**config.mk**
```make
export PLATFORM = sky130hd
export DESIGN_NAME = mips_cpu_muldiv
export DESIGN_NICKNAME = d
export VERILOG_FILES = /design/src/rtl/mips_cpu_pkg.sv /design/src/rtl/mips_cpu_negate.sv /design/src/rtl/mips_cpu_muldiv.sv
export SDC_FILE = /design/constraint.sdc
export NUM_CORES = 1
export LEC_CHECK = 0
export BUFFER_PORTS_ARGS = -buffer_cell sky130_fd_sc_hd__buf_2
export CAP_MARGIN = 10
export CORE_UTILIZATION = 25
export DETAILED_ROUTE_END_ITERATION = 10
export GPL_ROUTABILITY_DRIVEN = 0
export PLACE_DENSITY = 0.42
export SETUP_SLACK_MARGIN = 0.1
export SYNTH_ARGS = -nofsm -noshare
export SYNTH_HDL_FRONTEND = slang
export SYNTH_HIERARCHICAL = 1
export SYNTH_SLANG_ARGS = --single-unit
```
**constraint.sdc**
```tcl
create_clock -name clk -period 8.79 [get_ports clk]
set_input_delay 0.879 -clock clk [delete_from_list [all_inputs] [get_ports clk]]
set_output_delay 0.879 -clock clk [all_outputs]
set_load 0.01 [all_outputs]
```
**src/rtl/mips_cpu_pkg.sv**
```systemverilog
// Shared types and constants for the MIPS execute-stage multiply/divide unit.
// Holds the operation encoding, FSM states and iteration/latency constants.
package mips_cpu_pkg;

    typedef enum logic [1:0] {
        MD_MULT  = 2'd0,
        MD_MULTU = 2'd1,
        MD_DIV   = 2'd2,
        MD_DIVU  = 2'd3
    } muldiv_op_t;

    typedef enum logic [1:0] {
        MD_IDLE = 2'd0,
        MD_CALC = 2'd1,
        MD_FIX  = 2'd2
    } muldiv_state_t;

    localparam int MD_ITER    = 32;
    localparam int MD_LATENCY = 34;

endpackage

```
**src/rtl/mips_cpu_negate.sv**
```systemverilog
// Conditional two's-complement negate, used for operand abs and result sign fix-up.
// Latency: combinational.
// Backpressure: none.
module mips_cpu_negate #(
    parameter int W = 32
) (
    input  logic         neg,
    input  logic [W-1:0] din,
    output logic [W-1:0] dout
);

    assign dout = neg ? (~din + {{(W-1){1'b0}}, 1'b1}) : din;

endmodule

```
**src/rtl/mips_cpu_muldiv.sv**
```systemverilog
// Iterative MULT/MULTU/DIV/DIVU unit owning Hi/Lo, with MTHI/MTLO writes and combinational reads.
// Latency: done pulses 34 cycles after the start edge, one result bit per cycle.
// Backpressure: busy high while in flight; start/hi_we/lo_we are ignored until busy drops.
module mips_cpu_muldiv
    import mips_cpu_pkg::*;
#(
    parameter int WIDTH = 32
) (
    input  logic             clk,
    input  logic             rst,
    input  logic             start,
    input  logic [1:0]       op,
    input  logic [WIDTH-1:0] A,
    input  logic [WIDTH-1:0] B,
    input  logic             hi_we,
    input  logic             lo_we,
    input  logic [WIDTH-1:0] wdata,
    output logic             busy,
    output logic             done,
    output logic [WIDTH-1:0] hi,
    output logic [WIDTH-1:0] lo
);

    localparam logic [4:0] LAST_ITER = 5'(MD_ITER - 1);

    muldiv_state_t    state_q, state_d;
    muldiv_op_t       op_q;
    logic [4:0]       count_q;
    logic             sign_a_q, sign_b_q, bzero_q;
    logic             busy_q, done_q;
    logic [WIDTH-1:0] hi_q, lo_q;
    // acc_q is the product high half (multiply) or partial remainder (divide);
    // sreg_q is the multiplier shifting out (multiply) or dividend-in/quotient-out (divide).
    logic [WIDTH:0]   acc_q;
    logic [WIDTH-1:0] sreg_q;
    logic [WIDTH-1:0] opnd_q;

    logic [WIDTH-1:0]   abs_a, abs_b;
    logic [WIDTH:0]     mul_sum;
    logic [WIDTH:0]     div_shift;
    logic [WIDTH+1:0]   div_trial;
    logic [2*WIDTH-1:0] prod_fixed;
    logic [WIDTH-1:0]   quot_fixed, rem_fixed;

    mips_cpu_negate #(.W(WIDTH)) u_abs_a (
        .neg  (~op[0] & A[WIDTH-1]),
        .din  (A),
        .dout (abs_a)
    );

    mips_cpu_negate #(.W(WIDTH)) u_abs_b (
        .neg  (~op[0] & B[WIDTH-1]),
        .din  (B),
        .dout (abs_b)
    );

    mips_cpu_negate #(.W(2*WIDTH)) u_fix_prod (
        .neg  (sign_a_q ^ sign_b_q),
        .din  ({acc_q[WIDTH-1:0], sreg_q}),
        .dout (prod_fixed)
    );

    // A zero divisor keeps the all-ones quotient regardless of the dividend sign.
    mips_cpu_negate #(.W(WIDTH)) u_fix_quot (
        .neg  ((sign_a_q ^ sign_b_q) & ~bzero_q),
        .din  (sreg_q),
        .dout (quot_fixed)
    );

    mips_cpu_negate #(.W(WIDTH)) u_fix_rem (
        .neg  (sign_a_q),
        .din  (acc_q[WIDTH-1:0]),
        .dout (rem_fixed)
    );

    always_comb begin
        mul_sum   = acc_q + (sreg_q[0] ? {1'b0, opnd_q} : {(WIDTH+1){1'b0}});
        div_shift = {acc_q[WIDTH-1:0], sreg_q[WIDTH-1]};
        div_trial = {1'b0, div_shift} - {2'b00, opnd_q};
    end

    always_ff @(posedge clk or negedge rst) begin
        if (!rst) begin
            state_q <= MD_IDLE;
        end else begin
            state_q <= state_d;
        end
    end

    always_comb begin
        state_d = state_q;
        case (state_q)
            MD_IDLE: if (start) state_d = MD_CALC;
            MD_CALC: if (count_q == LAST_ITER) state_d = MD_FIX;
            MD_FIX:  state_d = MD_IDLE;
            default: state_d = MD_IDLE;
        endcase
    end

    always_ff @(posedge clk or negedge rst) begin
        if (!rst) begin
            op_q     <= MD_MULT;
            count_q  <= '0;
            sign_a_q <= 1'b0;
            sign_b_q <= 1'b0;
            bzero_q  <= 1'b0;
            busy_q   <= 1'b0;
            done_q   <= 1'b0;
            hi_q     <= '0;
            lo_q     <= '0;
            acc_q    <= '0;
            sreg_q   <= '0;
            opnd_q   <= '0;
        end else begin
            done_q <= 1'b0;
            case (state_q)
                MD_IDLE: begin
                    if (start) begin
                        op_q     <= muldiv_op_t'(op);
                        sign_a_q <= ~op[0] & A[WIDTH-1];
                        sign_b_q <= ~op[0] & B[WIDTH-1];
                        bzero_q  <= (B == '0);
                        busy_q   <= 1'b1;
                        count_q  <= '0;
                        acc_q    <= '0;
                        if (op[1]) begin
                            sreg_q <= abs_a;
                            opnd_q <= abs_b;
                        end else begin
                            sreg_q <= abs_b;
                            opnd_q <= abs_a;
                        end
                    end else begin
                        if (hi_we) hi_q <= wdata;
                        if (lo_we) lo_q <= wdata;
                    end
                end
                MD_CALC: begin
                    count_q <= count_q + 5'd1;
                    if (op_q == MD_DIV || op_q == MD_DIVU) begin
                        if (!div_trial[WIDTH+1]) begin
                            acc_q  <= div_trial[WIDTH:0];
                            sreg_q <= {sreg_q[WIDTH-2:0], 1'b1};
                        end else begin
                            acc_q  <= div_shift;
                            sreg_q <= {sreg_q[WIDTH-2:0], 1'b0};
                        end
                    end else begin
                        acc_q  <= {1'b0, mul_sum[WIDTH:1]};
                        sreg_q <= {mul_sum[0], sreg_q[WIDTH-1:1]};
                    end
                end
                MD_FIX: begin
                    busy_q <= 1'b0;
                    done_q <= 1'b1;
                    if (op_q == MD_DIV || op_q == MD_DIVU) begin
                        hi_q <= rem_fixed;
                        lo_q <= quot_fixed;
                    end else begin
                        hi_q <= prod_fixed[2*WIDTH-1:WIDTH];
                        lo_q <= prod_fixed[WIDTH-1:0];
                    end
                end
                default: ;
            endcase
        end
    end

    assign busy = busy_q;
    assign done = done_q;
    assign hi   = hi_q;
    assign lo   = lo_q;

endmodule

```
==> After elaboration in Yosys (flattened, before gate mapping) <==
Index checks and enable logic that the tools add are counted.
{ "totals": {"reg_bits": 175, "in_bits": 103} }
{ "classes": {"add_sub_neg": 8, "n_eq_ne": 10, "n_mux": 32, "bitwise_logic": 11, "n_reduce_logical": 11} }
{ "ops": {"columns": ["cell", "count"], "rows": [
  ["$mux 32", 15],
  ["$pmux 32 s2", 3],
  ["$add 32x1->32 const B", 4],
  ["$not 32->32", 4],
  ["$mux 33", 3],
  ["$pmux 33 s2", 1],
  ["$add 64x1->64 const B", 1],
  ["$mux 64", 1],
  ["$not 64->64", 1],
  ["$sub 33x32->34", 1],
  ["$add 33x32->33", 1],
  ["$logic_not 32->1", 1],
  ["$ne 2x2->1 const B", 5],
  ["$pmux 5 s2", 1],
  ["$reduce_and 2->1", 4],
  ["$eq 2x2->1 const B", 3],
  ["$reduce_and 3->1", 2],
  ["$add 5x1->5 const B", 1],
  ["$eq 5x5->1 const B", 1],
  ["$mux 5", 1],
  ["$mux 2", 2],
  ["$pmux 2 s2", 1],
  ["$reduce_bool 2->1", 2],
  ["$and 1x1->1", 3],
  ["other kinds (7)", 10]
]} }

==> Longest topological paths before layout <==
{ "logic_depth": {"depth_word": 6, "mapped_depth": 14} }

==> Modules after synthesis <==
The synthesis kept the hierarchy.
{ "by_module_without_submodules": {"columns": ["mod", "instances", "cells_per_inst", "area_each_um2", "seq_area_each_um2"], "rows": [
  ["mips_cpu_muldiv", 1, 1475, 12969.9, 4354.2],
  ["mips_cpu_negate at u_abs_a ...", 4, 99, 777.0, 0.0],
  ["mips_cpu_negate at u_fix_prod", 1, 206, 1649.1, 0.0]
]} }

==> Worst setup path before layout <==
OpenSTA, ideal clock, no wires.
{ "synth_timing": {"path_type": "flip-flop to flip-flop", "start": "reg sreg_q[0]", "end": "reg acc_q[27]", "setup_time_ns": 0.128, "arrival_time_ns": 3.158, "slack_ns": 5.504, "path_stages_with_launch": 13, "period_less_slack_ns": 3.286, "path_cell_list": "dfrtp_1 clkbuf_1 and2_1 ha_1 a21o_1 or3_4 o221a_4 a211oi_4 o31ai_2 and4_4 or4_1 a32oi_1 a31oi_1"} }
{ "synth_via": {"elab_chain_cells": 4} }
{ "synth_lines": {"columns": ["element", "line_no", "rtl"], "rows": [
  ["from (decl)", "mips_cpu_muldiv.sv:35", "logic [WIDTH-1:0] sreg_q;"],
  ["from (signal assigned)", "mips_cpu_muldiv.sv:127", "sreg_q <= abs_a;"],
  ["from (signal assigned)", "mips_cpu_muldiv.sv:130", "sreg_q <= abs_b;"],
  ["from (signal assigned)", "mips_cpu_muldiv.sv:143", "sreg_q <= {sreg_q[WIDTH-2:0], 1'b1};"],
  ["$mux 32", "mips_cpu_muldiv.sv:77", "mul_sum = acc_q + (sreg_q[0] ? {1'b0, opnd_q} : {(WIDTH+1){1'b0}});"],
  ["$add 33x32->33", "mips_cpu_muldiv.sv:77", null],
  ["$mux 33", "mips_cpu_muldiv.sv:140", "if (op_q == MD_DIV || op_q == MD_DIVU) begin"],
  ["$pmux 33 s2", "mips_cpu_muldiv.sv:116", "case (state_q)"],
  ["to (signal assigned)", "mips_cpu_muldiv.sv:142", "acc_q <= div_trial[WIDTH:0];"],
  ["to (signal assigned)", "mips_cpu_muldiv.sv:145", "acc_q <= div_shift;"],
  ["to (signal assigned)", "mips_cpu_muldiv.sv:149", "acc_q <= {1'b0, mul_sum[WIDTH:1]};"],
  ["to (decl)", "mips_cpu_muldiv.sv:34", "logic [WIDTH:0] acc_q;"]
]} }
Every way passes these cells.
A chain may end at the register's enable or synchronous reset.

==> Worst setup path after layout <==
{ "layout_timing": {"start": "reg sreg_q[0]", "end": "reg acc_q[30]"} }
The elaborated chain is that of the path after synthesis.

==> results.txt <==
----------------------------------------------------
[Timing]
  Minimum hold slack ... ~0.27 ns
  Clk_skew ... 0.0123 ns
  Shortest period the worst path allows ... between 3 and 4 ns
  RSZ-0062 raised after global routing ... no
  Number of setup violations in the final report ... 0
  Period utilisation layout ... 0.453
  Final Max Slew Viols ... 0
  Setup TNS after final layout ... 0 ns
  Number of endpoints with negative hold slack in the final report ... 0
  Transition at the pin with the smallest max-transition slack ... approximately 1.1 ns
  Maximum clock frequency ... 251 MHz
  Worst slew margin relative to its limit ... 0.298

[Pwr]
  Switching share of power ... 0.523
  Gate power share ... 0.661
  Power Dens Cells ... 408 nW/um2
  Sequential cell fraction of total power ... 0.242
  Clock power frac ... 0.097
  Maximum vdd drop ... 0.185 mV
  Internal Power ... ~3900 uW
  Leak ... 0.00833 uW
  Total net switching power ... 4280 uW
  Total Power ... roughly 8000 uW

[Global route]
  Vias in the first global route ... 15364
  Global-route wire length before repair ... roughly 100000 um
  Pin count of the biggest net entering global routing ... 99
  Global-route usage over all layers ... 0.178
  Number of antenna violations at the first check in global routing ... 0
  GRT overflow ... 0

[Floorplan]
  Placement Rows ... 97
  Core region area ... 70100 um2
  Total Die Area ... 72000 um2
  Top-Level Pins ... 169
  Chip height ... 268 um
  Chip width ... 268 um
  Initial Util ... 0.253

[Clocking]
  Buffer levels on the longest clock path ... 2
  Clk Tree Root Cell ... sky130_fd_sc_hd__clkbuf_16
  Post-CTS setup buffers ... 0
  Clk slew on worst S/H paths ... roughly 0.07 ns
  Number of clock buffers inserted by TritonCTS ... 17
  Total of cells resized after clock tree synthesis ... 0
  Number of hold buffers added after CTS ... 0
  Number of sinks driven by the clock tree ... approximately 170
  Clock tree from TritonCTS ... built
  H-tree levels ... 4
  Clock Latency Late Sink ... 0.50 ns

[Route]
  DRC violation total after the first TritonRoute iteration ... 1223
  DR vias ... 16227
  Via-per-instance ratio ... approximately 5.2
  TritonRoute pass-1 iters ... 5
  Final routed DRC violation total ... 0
  Antenna violation net count after detailed routing ... 0
  DR WL/cell ... 20.7 um
  Total wire length after detailed routing ... 64500 um

[Finish]
  Leading cell type in the layout, fill and taps excluded ... sky130_fd_sc_hd__xnor2_1
  Fillers ... around 7600
  Layout Area Growth over Synthesis ... 13.2%
  Ratio of cells with drive above 1 in the final layout ... 0.147
  Total inserted antenna cells ... 0
  Leading cell types in the layout, fill and taps excluded ... 208 x sky130_fd_sc_hd__xnor2_1, 173 x sky130_fd_sc_hd__dfrtp_1, 166 x sky130_fd_sc_hd__mux2i_1, 166 x sky130_fd_sc_hd__buf_2, 155 x sky130_fd_sc_hd__nor2_1
  FF+latch area ... 4360 um2
  Number of nets at the end of the flow ... 2345
  Area taken by multi-input logic gates ... 12700 um2
  Area of all placed cells without fillers ... 20100 um2

[Synth]
  Top-area cell type share of the netlist area ... 0.246
  Proportion of register bits with asynchronous set or reset after synthesis ... 1.00
  Biggest area contributors in the synthesized netlist ... sky130_fd_sc_hd__dfrtp_1 25%, sky130_fd_sc_hd__xnor2_1 10%, sky130_fd_sc_hd__mux2i_1 9.4%, sky130_fd_sc_hd__ha_1 5.0%, sky130_fd_sc_hd__a211oi_1 4.2%
  Yosys synthesis warning count ... 6
  Top flip-flop cell by instance count after synthesis ... sky130_fd_sc_hd__dfrtp_1
  Post-synthesis cell type with the largest combined area ... sky130_fd_sc_hd__dfrtp_1
  Mean instance size in the synthesized netlist ... around 8.5 um2
  Number of enable-type register cells in the synthesized netlist ... 0
  Synthesized area ... 17700 um2
  Syn_nets ... 2253
  FF+latch count, synth ... 174
  Synth cell types ... 86
  Post-Syn Instances ... 2077
  Portion of the post-synthesis area used by sequential elements ... 0.246

[Setup path]
  Cell breakdown of the critical path ... buf_4 > nand2_1 > inv_1 > ha_1 > a211oi_1 > o211ai_1 > a21o_1 > a32o_1 > a21boi_0 > o21ai_0 > xor2_1 > a22oi_1 > o211ai_1
  CP endpoint kind ... register
  Critical path data required time ... slightly above 9 ns
  Crit path arrival time ... approximately 4.4 ns
  Worst setup SP type ... register
  Reg-to-reg setup timing slack ... between 4 and 5 ns
  Critical path buffers and inverters ... 2
  Reg2Reg Capture Point ... acc_q[30]
  Startpoint of the lowest-slack register-to-register path ... sreg_q[0]
  Max Fanout on Critical Path ... 34
  Number of cells traversed by the worst register-to-register path ... 13
  Crit path max-delay cell type ... sky130_fd_sc_hd__dfrtp_1
  Gate family responsible for the most delay along the worst path ... compound AO/OA/AOI/OAI gates
  Category of the critical setup timing path ... reg2reg
  Top cell by count, worst path ... sky130_fd_sc_hd__o211ai_1
  Slowest stage delay, CP ... 0.58 ns

[Place]
  Port bufs ... 168
  HPWL Detailed ... about 51000 um
  Post-detailed-placement cell area ... a little under 20000 um2

[Run status]
  Status ... complete, no violations

[Worst hold path]
  Hold Crit Class ... in2async

[Flow run]
  Count of max-cap constraint violations ... 0

----------------------------------------------------
==> cell families (layout without fill, tap and decap cells) <==
| kind of cell | Yosys count | in the layout | share of synthesized area |
|---|---|---|---|
| mux | 167 | 167 | 0.0944 |
| fa+ha+maj | 73 | 73 | 0.0524 |
| flops | 174 | 174 | 0.246 |
| simple gates | 586 | 586 | 0.187 |
| buf+inv | 187 | 292 | 0.0444 |
| xor+xnor | 235 | 235 | 0.116 |
| compound gates | 655 | 655 | 0.260 |
==> sequential cells by signal, indices dropped and copies added, names as in the netlist <==
| name | count |
|---|---|
| acc_q | 33 |
| sreg_q | 32 |
| count_q | 5 |
| done | 1 |
| bzero_q | 1 |
| sign_a_q | 1 |
| opnd_q | 32 |
| lo | 32 |
| op_q | 1 |
| sign_b_q | 1 |
| busy | 1 |
| hi | 32 |
| state_q | 2 |
==> cells in the mapped netlist, types with 6 or more instances <==
cell,count
sky130_fd_sc_hd__nand4_1,22
sky130_fd_sc_hd__or4_1,9
sky130_fd_sc_hd__o21bai_1,7
sky130_fd_sc_hd__and3_1,6
sky130_fd_sc_hd__clkbuf_1,75
sky130_fd_sc_hd__or2b_1,8
sky130_fd_sc_hd__nand3b_1,8
sky130_fd_sc_hd__or3_1,15
sky130_fd_sc_hd__o31ai_2,7
sky130_fd_sc_hd__nand2b_1,27
sky130_fd_sc_hd__nor4_4,17
sky130_fd_sc_hd__buf_1,26
sky130_fd_sc_hd__inv_1,69
sky130_fd_sc_hd__ha_1,71
sky130_fd_sc_hd__a21oi_1,138
sky130_fd_sc_hd__nor4_1,19
sky130_fd_sc_hd__dfrtp_1,174
sky130_fd_sc_hd__nand3_1,32
sky130_fd_sc_hd__nor2b_1,13
sky130_fd_sc_hd__a21o_1,88
sky130_fd_sc_hd__o21ai_0,116
sky130_fd_sc_hd__or4_4,6
sky130_fd_sc_hd__nor2_1,156
sky130_fd_sc_hd__nor3_1,22
sky130_fd_sc_hd__mux2i_1,166
sky130_fd_sc_hd__o41ai_1,29
sky130_fd_sc_hd__a22oi_1,19
sky130_fd_sc_hd__xnor2_1,208
sky130_fd_sc_hd__o31ai_1,54
sky130_fd_sc_hd__o21ai_1,6
sky130_fd_sc_hd__and2_1,40
sky130_fd_sc_hd__a211oi_1,100
sky130_fd_sc_hd__or2_2,12
sky130_fd_sc_hd__nand2_1,145
sky130_fd_sc_hd__o211ai_1,14
sky130_fd_sc_hd__a31oi_1,7
sky130_fd_sc_hd__o41ai_2,20
sky130_fd_sc_hd__xor2_1,27
==> stage by stage <==
step                std cells   util  setup slack, ns
global placement         3089  0.277             4.94
CTS                      3121  0.286             4.84
detailed placement       3089  0.277             4.86
floorplan                2077      -             5.50
global route             3122  0.286             4.49
finish                   3122  0.286             4.81
==> worst max-delay path by stage <==
| stage | startpoint | end | cells after the start |
|---|---|---|---|
| after floorplan | sreg_q[0] | acc_q[27] | 12 |
| after global placement | sreg_q[0] | acc_q[29] | 14 |
| after detailed placement | sreg_q[0] | acc_q[26] | 13 |
| after CTS | sreg_q[0] | acc_q[26] | 13 |
| after global routing | sreg_q[0] | acc_q[29] | 14 |
| final | sreg_q[0] | acc_q[30] | 13 |
==> routing by layer <==
metal / vias to the layer above / track usage / part of all wire
met1: 7884 / 0.261 / 0.50
met5: - / 0 / 0
li1: 7910 / - / -
met3: 31 / 0.0280 / 0.049
met2: 402 / 0.272 / 0.44
met4: 0 / 0.0354 / 0.012
==> final cells by class <==
type	instances	share of cell area
multi-input cells	1716	0.631
flip-flops and latches	174	0.217
well taps	940	0.0586
repair buffers	190	0.0510
clock buffers	18	0.0214
inverters	70	0.0131
clock inverters	14	0.00773
==> power groups by stage <==
stage | logic, uW | clock network (uW) | registers (uW)
after floorplan | 3980 | 0 | 1730
after global placement | 5350 | 0 | 1990
final | 5410 | 793 | 1980
after CTS | 5400 | 821 | 1990
after detailed placement | 5380 | 0 | 2010
after global routing | 6020 | 848 | 2050
No activity file was read; power rests on OpenSTA's default activity.
